`config.mk`:
```
export PLATFORM = sky130hd
export DESIGN_NAME = rf_wb_arbiter
export DESIGN_NICKNAME = d
export VERILOG_FILES = /design/src/rtl/rf_pkg.sv /design/src/rtl/rf_scoreboard.sv /design/src/rtl/rf_wb_arbiter.sv
export SDC_FILE = /design/constraint.sdc
export NUM_CORES = 1
export LEC_CHECK = 0
export ABC_CLOCK_PERIOD_IN_PS = 4000
export BUFFER_PORTS_ARGS = -buffer_cell sky130_fd_sc_hd__buf_2
export CAP_MARGIN = 15
export CORE_UTILIZATION = 51
export CTS_CLUSTER_SIZE = 14
export DETAILED_ROUTE_END_ITERATION = 8
export PLACE_DENSITY = 0.95
export SLEW_MARGIN = 20
export SYNTH_ARGS = -nofsm -noshare
export SYNTH_HDL_FRONTEND = slang
export SYNTH_SLANG_ARGS = --single-unit
```
`constraint.sdc`:
```
create_clock -name clk -period 4 [get_ports clk]
set_input_delay 0.6 -clock clk [delete_from_list [all_inputs] [get_ports clk]]
set_output_delay 0.6 -clock clk [all_outputs]
set_load 0.05 [all_outputs]
```
`src/rtl/rf_pkg.sv`:
```
// Shared widths and constants for the register-file writeback arbiter.
package rf_pkg;

    localparam int unsigned REG_W    = 5;
    localparam int unsigned DATA_W   = 32;
    localparam int unsigned NUM_REGS = 32;

    localparam logic [REG_W-1:0] ZERO_REG = 5'd0;

    // Requester index: REQ_A = load/memory writeback, REQ_B = ALU writeback.
    typedef enum logic {
        REQ_A = 1'b0,
        REQ_B = 1'b1
    } req_e;

endpackage

```
`src/rtl/rf_scoreboard.sv`:
```
// Per-register pending-write scoreboard: set on issue, clear on writeback, set wins.
module rf_scoreboard
    import rf_pkg::*;
(
    input  logic                clk,
    input  logic                rst_n,
    input  logic                set_valid,
    input  logic [REG_W-1:0]    set_reg,
    input  logic                clr_valid,
    input  logic [REG_W-1:0]    clr_reg,
    output logic [NUM_REGS-1:0] busy
);

    logic [NUM_REGS-1:0] set_mask;
    logic [NUM_REGS-1:0] clr_mask;

    // Register 0 is never tracked, so both masks exclude it.
    always_comb begin
        set_mask = '0;
        clr_mask = '0;
        if (set_valid && set_reg != ZERO_REG) begin
            set_mask[set_reg] = 1'b1;
        end
        if (clr_valid && clr_reg != ZERO_REG) begin
            clr_mask[clr_reg] = 1'b1;
        end
    end

    always_ff @(posedge clk) begin
        if (!rst_n) begin
            busy <= '0;
        end else begin
            busy <= (busy & ~clr_mask) | set_mask;
        end
    end

endmodule

```
`src/rtl/rf_wb_arbiter.sv`:
```
// Arbitrates the RF write port between load (A) and ALU (B) writeback with
// bounded starvation for B, and tracks outstanding writes per register.
module rf_wb_arbiter
    import rf_pkg::*;
#(
    parameter int unsigned MAX_WAIT = 3
) (
    input  logic                clk,
    input  logic                rst_n,
    input  logic                a_valid,
    input  logic [REG_W-1:0]    a_reg,
    input  logic [DATA_W-1:0]   a_data,
    output logic                a_ready,
    input  logic                b_valid,
    input  logic [REG_W-1:0]    b_reg,
    input  logic [DATA_W-1:0]   b_data,
    output logic                b_ready,
    input  logic                iss_valid,
    input  logic [REG_W-1:0]    iss_reg,
    output logic                regwr,
    output logic [REG_W-1:0]    wr,
    output logic [DATA_W-1:0]   wd,
    output logic [NUM_REGS-1:0] busy
);

    localparam logic [2:0] MAX_CNT = 3'(MAX_WAIT);

    logic [2:0]        wait_cnt;
    logic              xfer;
    req_e              sel;
    logic [REG_W-1:0]  xfer_reg;
    logic [DATA_W-1:0] xfer_data;
    logic              clr_valid;

    // Grants depend only on valids, reset and the wait counter.
    always_comb begin
        a_ready = 1'b0;
        b_ready = 1'b0;
        xfer    = 1'b0;
        sel     = REQ_A;
        if (rst_n) begin
            if (b_valid && wait_cnt == MAX_CNT) begin
                b_ready = 1'b1;
                xfer    = 1'b1;
                sel     = REQ_B;
            end else if (a_valid) begin
                a_ready = 1'b1;
                xfer    = 1'b1;
                sel     = REQ_A;
            end else if (b_valid) begin
                b_ready = 1'b1;
                xfer    = 1'b1;
                sel     = REQ_B;
            end
        end
    end

    always_comb begin
        xfer_reg  = (sel == REQ_B) ? b_reg  : a_reg;
        xfer_data = (sel == REQ_B) ? b_data : a_data;
        clr_valid = xfer && (xfer_reg != ZERO_REG);
    end

    always_ff @(posedge clk) begin
        if (!rst_n) begin
            wait_cnt <= '0;
        end else if (!b_valid || b_ready) begin
            wait_cnt <= '0;
        end else if (a_ready && wait_cnt != MAX_CNT) begin
            wait_cnt <= wait_cnt + 3'd1;
        end
    end

    // wr/wd hold their last value on idle cycles; only regwr returns low.
    always_ff @(posedge clk) begin
        if (!rst_n) begin
            regwr <= 1'b0;
            wr    <= '0;
            wd    <= '0;
        end else if (xfer) begin
            regwr <= (xfer_reg != ZERO_REG);
            wr    <= xfer_reg;
            wd    <= xfer_data;
        end else begin
            regwr <= 1'b0;
        end
    end

    rf_scoreboard u_scoreboard (
        .clk       (clk),
        .rst_n     (rst_n),
        .set_valid (iss_valid),
        .set_reg   (iss_reg),
        .clr_valid (clr_valid),
        .clr_reg   (xfer_reg),
        .busy      (busy)
    );

endmodule

```
==> summary.txt, run 1 <==
leading cell type in the layout, fill and taps excluded: buf_2
RSZ-0062 raised after global routing: no
WP data required: 3.40 ns
Post-Syn Nets: 511
Clk Latency, worst-skew pair: 0.34 ns
Row Count: 29
largest net degree at the start of global routing: 47
Post-DP Area: 4170 um^2
cts repair resizes: 0
setup_tns: 0 ns
Cell Pwr Density: 413 nW/um^2
Max Cap Violations: 0
worst setup path start: wait_cnt[0]
Ys Warns: 0
GRT Util Overall: 0.279
status: complete, but fails checks
Crit Reg-Reg Startpoint: wait_cnt[0]
Final Cycle Share: 0.769
DRT iter0 DRCs: 275
overall power: 1.82 mW
Mapped Cells: 425
Yosys reg bits: 73
Hold Slack: 0.447 ns
syn avg cell area: 8.09 um^2
Setup violations, final: 0
HPWL Detailed: 7180 um
drt first pass iters: 7
antenna-violating nets left: 0
grt total ovfl: 0
global-route wire length before repair: 15900 um
core footprint: 6420 um^2
worst hold path class: flip-flop to flip-flop
Die Ht: 84.1 um
Reg clk slew, reported paths: 0.07 ns
Register Area: 1460 um^2
clk sink count: 73
fin cells: 643
n_diodes: 0
CTS HTree Levels: 3
filler cell count in the final layout: 541
CTS tree: built
minimum clock period: 3.08 ns
Top Ports: 156
wire per inst: 15.6 um
Clock Skew: 0.0119 ns
nets@finish: 648
area of the multi-input gates: 1780 um^2
root buffer cell: clkbuf_8
hold buffer count at CTS: 0
initial antenna violation count: 0
Routability Congestion: 0.916
FF-to-FF setup slack: 1.25 ns
vias in the first global route: 3454
Yosys cell types: 46
top fanout value on the critical path: 43
Slew Viols, Final: 0
Async SR Flop Fraction: 0
via count: 3762
number of flops mapped to enable cells by yosys: 0
max_slew headroom: 0.464
Layout area overhead: 28.1%
DRT Wirelength: 10100 um
FMAX: 0.325 GHz
Arr. time, crit path: 2.48 ns
Seq/Total Area, Yosys: 0.425
via-per-instance ratio: 5.85
leakage: 2.05 nW
final hold vios: 0
worst hold path depth: 1
Slew @ Worst Pin: 0.804 ns
commonest non-fill, non-tap cells in the layout: buf_2, nand2_1, dfxtp_1
Num CTS Buffers: 9
port bufs: 155
die area: 7080 um^2
Starting Density: 0.536
Primary FF master, synth: dfxtp_1
crit path capture type: output pin
worst reg2reg path endpoint: u_scoreboard.busy[27]
Crit Path Class: flip-flop to output pin
Max rail drop VDD: 0.277 mV
layout cells sized above 1: 0.327
die width: 84.1 um
Syn Std Cell Area: 3440 um^2
Worst Hold Launch: wait_cnt[0]
dpl cells: 628
Setup Buffers After CTS: 0
r2r worst-path depth: 8
DRC Markers: 26
CP Launch Type: flip-flop
failing checks: DRC
WHS Endpoint: wait_cnt[0]
fin area: 4410 um^2
CTS Buffer Depth: 2
-- routing by layer --
metal / GRT usage / wire (um) / up-vias
met5: 0 / 0 / -
met1: 0.347 / 4130 / 1713
met3: 0.0593 / 890 / 25
met4: 0.129 / 234 / 0
met2: 0.463 / 4790 / 228
li1: - / - / 1796
-- final cells by class --
type                            count  area share
Clock buffer                       10      0.0290
Tap cell                           77      0.0219
Multi-Input combinational cell    312       0.405
Inverter                            7     0.00596
Timing Repair Buffer              159       0.183
Sequential cell                    73       0.332
Clock inverter                      5      0.0239
-- through the flow --
stage	setup slack (ns)	utilization
global route	0.742	0.686
floorplan	1.77	-
finish	0.924	0.686
detailed placement	1.31	0.650
global placement	1.37	0.650
CTS	0.938	0.686
-- kinds of logic (layout without fill, tap and decap cells) --
kind of cell | count (synthesis) | in the layout | synth area share
simple gates | 210 | 210 | 0.258
compound gates | 98 | 98 | 0.245
flops | 73 | 73 | 0.425
buf+inv | 40 | 181 | 0.0589
fa+ha+maj | 2 | 2 | 0.00727
mux | 2 | 2 | 0.00582
-- state kept, by name (all words and copies together) (netlist names) --
| signal | cells |
|---|---|
| u_scoreboard.busy | 32 |
| wd | 32 |
| wr | 5 |
| wait_cnt | 3 |
| regwr | 1 |
-- Yosys cell counts (6+ instances only) --
cell type,count,area share
o211ai_1,10,0.022
a32o_1,16,0.047
clkbuf_1,18,0.020
buf_4,7,0.015
nor3_1,10,0.015
a311oi_1,39,0.099
o21ai_0,6,0.0087
dfxtp_1,73,0.42
nand2b_1,12,0.022
nor2_1,58,0.063
a21oi_1,8,0.012
nand2_1,112,0.12
-- critical path, cell delays in order, from the launching register on --
cell and delay (ns):
dfxtp_1 0.34, ha_1 0.15, ha_1 0.21, nand2b_1 0.44, nand2_4 0.39, inv_2 0.28
buf_2 0.31
-- power breakdown --
group	internal [mW]	leakage (nW)	switching [mW]
clock network	0.411	0.109	0.270
logic	0.102	1.34	0.260
registers	0.761	0.598	0.0163
total	1.27	2.05	0.546
-- worst max path at each step --
stage / end / cells after the start
3_3_place_gp: b_ready / 5
5_1_grt: b_ready / 6
2_1_floorplan: a_ready / 4
4_1_cts: b_ready / 6
3_5_place_dp: u_scoreboard.busy[26] / 8
6_report: b_ready / 6
Power figures use the tool's default switching activity.
==> run 2: changes to the inputs <==
Settings changed: ABC_AREA set to 1, ABC_CLOCK_PERIOD_IN_PS 4000 to 2950, CORE_UTILIZATION 51 to 48, PLACE_DENSITY 0.95 to 0.92.
Clock period 4 ns to 2.95 ns, I/O delays scaled along.
==> summary.txt, run 2 <==
status: finished clean
synth top area cells: dfxtp_1, nand2_1, nand3_1, o211ai_1, inv_1
wire per inst: 13.9 um (-11%)
most numerous cell in the Yosys netlist: nand2_1
Seq/Total Area, Yosys: 0.386 (-0.0388)
Setup violations, final: 0 (unchanged)
Cell Pwr Density: 521 nW/um^2 (+26%)
core footprint: 7690 um^2 (+20%)
die area: 8240 um^2 (+16%)
HPWL Detailed: 7870 um (+9.6%)
crit path capture type: flip-flop
power share of the clock group: 0.356 (-0.018)
layout cells sized above 1: 0.346 (+0.0189)
Num CTS Buffers: 9 (unchanged)
overall power: 2.52 mW (+38%)
cell taking the most area after synthesis: dfxtp_1
clk sink count: 73 (unchanged)
most frequent cells after synthesis: nand2_1, dfxtp_1, nand3_1
GRT Util Overall: 0.258 (-0.0210)
drt first pass iters: 7 (unchanged)
via count: 4110 (+9.3%)
Psw: 0.810 mW (+48%)
Comb power frac: 0.223 (+0.024)
Async SR Flop Fraction: 0 (unchanged)
syn avg cell area: 7.25 um^2 (-10%)
RSZ-0062 raised after global routing: no
cts repair resizes: 0 (unchanged)
Syn Std Cell Area: 3780 um^2 (+10%)
Synth top area share: 0.386 (-0.0388)
Die Ht: 90.8 um (+7.9%)
CTS tree: built
Final Cycle Share: 0.781
Reg clk slew, reported paths: 0.08 ns (about the same)
top flop regs: u_scoreboard.busy (32), wd (32), wr (5)
Starting Density: 0.492 (-0.0432)
largest net degree at the start of global routing: 59 (+26%)
Setup Buffers After CTS: 0 (unchanged)
setup_tns: 0 ns (unchanged)
Post-Syn Nets: 608 (+19%)
final hold vios: 0 (unchanged)
Layout area overhead: 27.9%
nets@finish: 752 (+16%)
leakage: 2.40 nW (+17%)
P_int: 1.71 mW (+34%)
root buffer cell: clkbuf_8
die width: 90.8 um (+7.9%)
Max Cap Violations: 0 (unchanged)
initial antenna violation count: 0 (unchanged)
worst setup path start: wait_cnt[0]
port bufs: 155 (unchanged)
Mapped Cells: 522 (+23%)
hold buffer count at CTS: 0 (unchanged)
DRT Wirelength: 10800 um (+7.0%)
Arr. time, crit path: 2.52 ns (+0.04 ns)
n_diodes: 0 (unchanged)
CTS HTree Levels: 3 (unchanged)
CP Launch Type: flip-flop
Net Sw Frac: 0.321 (+0.0214)
FMAX: 0.434 GHz
Yosys cell types: 29 (-37%)
sequential power share: 0.421 (-0.006)
Crit Reg-Reg Startpoint: wait_cnt[0]
Slew Viols, Final: 0 (unchanged)
CTS Buffer Depth: 2 (unchanged)
Routability Congestion: 0.893 (-2.5%)
worst hold path class: flip-flop to flip-flop
via-per-instance ratio: 5.32 (-9.1%)
Row Count: 32 (+10%)
number of flops mapped to enable cells by yosys: 0 (unchanged)
max_slew headroom: 0.507 (+0.0433)
commonest non-fill, non-tap cells in the layout: buf_2, nand2_1, dfxtp_1
DRC Markers: 0 (-100%)
Yosys reg bits: 73 (unchanged)
Ys Warns: 0 (unchanged)
Crit Path Class: flip-flop to flip-flop
Max rail drop VDD: 0.347 mV (+25%)
WP data required: 3.16 ns (-0.24 ns)
Clk Latency, worst-skew pair: 0.34 ns (about the same)
filler cell count in the final layout: 671 (+24%)
Worst Hold Launch: wait_cnt[0]
minimum clock period: 2.30 ns
antenna-violating nets left: 0 (unchanged)
DRT iter0 DRCs: 272 (-1.1%)
grt total ovfl: 0 (unchanged)
Clock Skew: 0.00840 ns (-0.00346 ns)
Primary FF master, synth: dfxtp_1
top fanout value on the critical path: 44 (+2.3%)
leading cell type in the layout, fill and taps excluded: buf_2
Top Ports: 156 (unchanged)
Slew @ Worst Pin: 0.733 ns (-0.0705 ns)
global-route wire length before repair: 17300 um (+8.8%)
vias in the first global route: 3835 (+11%)
run 2: cell types whose count changed after synthesis, sizes merged, moves of 23 or more:
| cell | delta |
|---|---|
| a21oi | +28 |
| o211ai | +23 |
| nand2 | +44 |
| inv | +51 |
| nand3 | +80 |
| a311oi | -39 |
run 2: path summary, 6_finish.rpt:
path,slack [ns],depth (start not counted),endpoint
worst min-delay path,0.42,1,wait_cnt[0]
worst max register to register,0.65,12,u_scoreboard.busy[5]
worst min register to register,0.42,1,wait_cnt[0]
worst max-delay path,0.65,12,u_scoreboard.busy[5]
run 2: metal layers:
layer  GRT usage  up-vias  wire (um)
met5           0        -          0
met4       0.139        0        320
met3      0.0438       31        631
met2       0.436      189       5250
met1       0.312     1896       4550
li1            -     1994          -
run 2: cell type report:
cell class / instances / area, um^2 / area share
Multi-Input combinational cell: 362 / 1960 / 0.406
Sequential cell: 73 / 1460 / 0.302
Timing Repair Buffer: 160 / 826 / 0.171
Inverter: 60 / 230 / 0.0476
Clock buffer: 12 / 155 / 0.0321
Tap cell: 102 / 128 / 0.0264
Clock inverter: 4 / 75.1 / 0.0155
run 2: worst max-delay path: stages (launching register included):
cell and delay, ns:
dfxtp_1 0.32, ha_1 0.19, ha_1 0.20, inv_2 0.10, nand2_4 0.10, nand2_8 0.25, nand2_1 0.09, o21ai_1 0.17
nand2_1 0.27, nor2_1 0.22, nand3_2 0.09, nand2_1 0.11, a21oi_2 0.05
run 2: power by group through the flow:
| stage | registers, mW | clock network (mW) | logic (mW) |
|---|---|---|---|
| 6_report | 1.06 | 0.897 | 0.562 |
| 4_1_cts | 1.06 | 0.899 | 0.560 |
| 2_1_floorplan | 1.26 | 0 | 0.221 |
| 3_3_place_gp | 1.08 | 0 | 0.546 |
| 3_5_place_dp | 1.08 | 0 | 0.558 |
| 5_1_grt | 1.07 | 0.942 | 0.601 |
run 2: logic make-up after synthesis:
group / after synthesis / share of synthesized area
AO/OA/AOI/OAI: 77 / 0.146
adder cells (fa/ha/maj): 2 / 0.00661
buffers and inverters: 87 / 0.0969
flip-flops: 73 / 0.386
AND/OR/NAND/NOR: 283 / 0.364
run 2: stage by stage:
stage | utilization | area [um^2] | setup slack, ns | std cells | hold slack (ns)
after floorplan | - | 3780 | 0.943 | 522 | 0.399
after global placement | 0.600 | 4610 | 0.667 | 757 | 0.408
after detailed placement | 0.600 | 4610 | 0.599 | 757 | 0.413
after CTS | 0.630 | 4840 | 0.663 | 773 | 0.424
after global routing | 0.630 | 4840 | 0.408 | 773 | 0.435
final | 0.630 | 4840 | 0.647 | 773 | 0.417
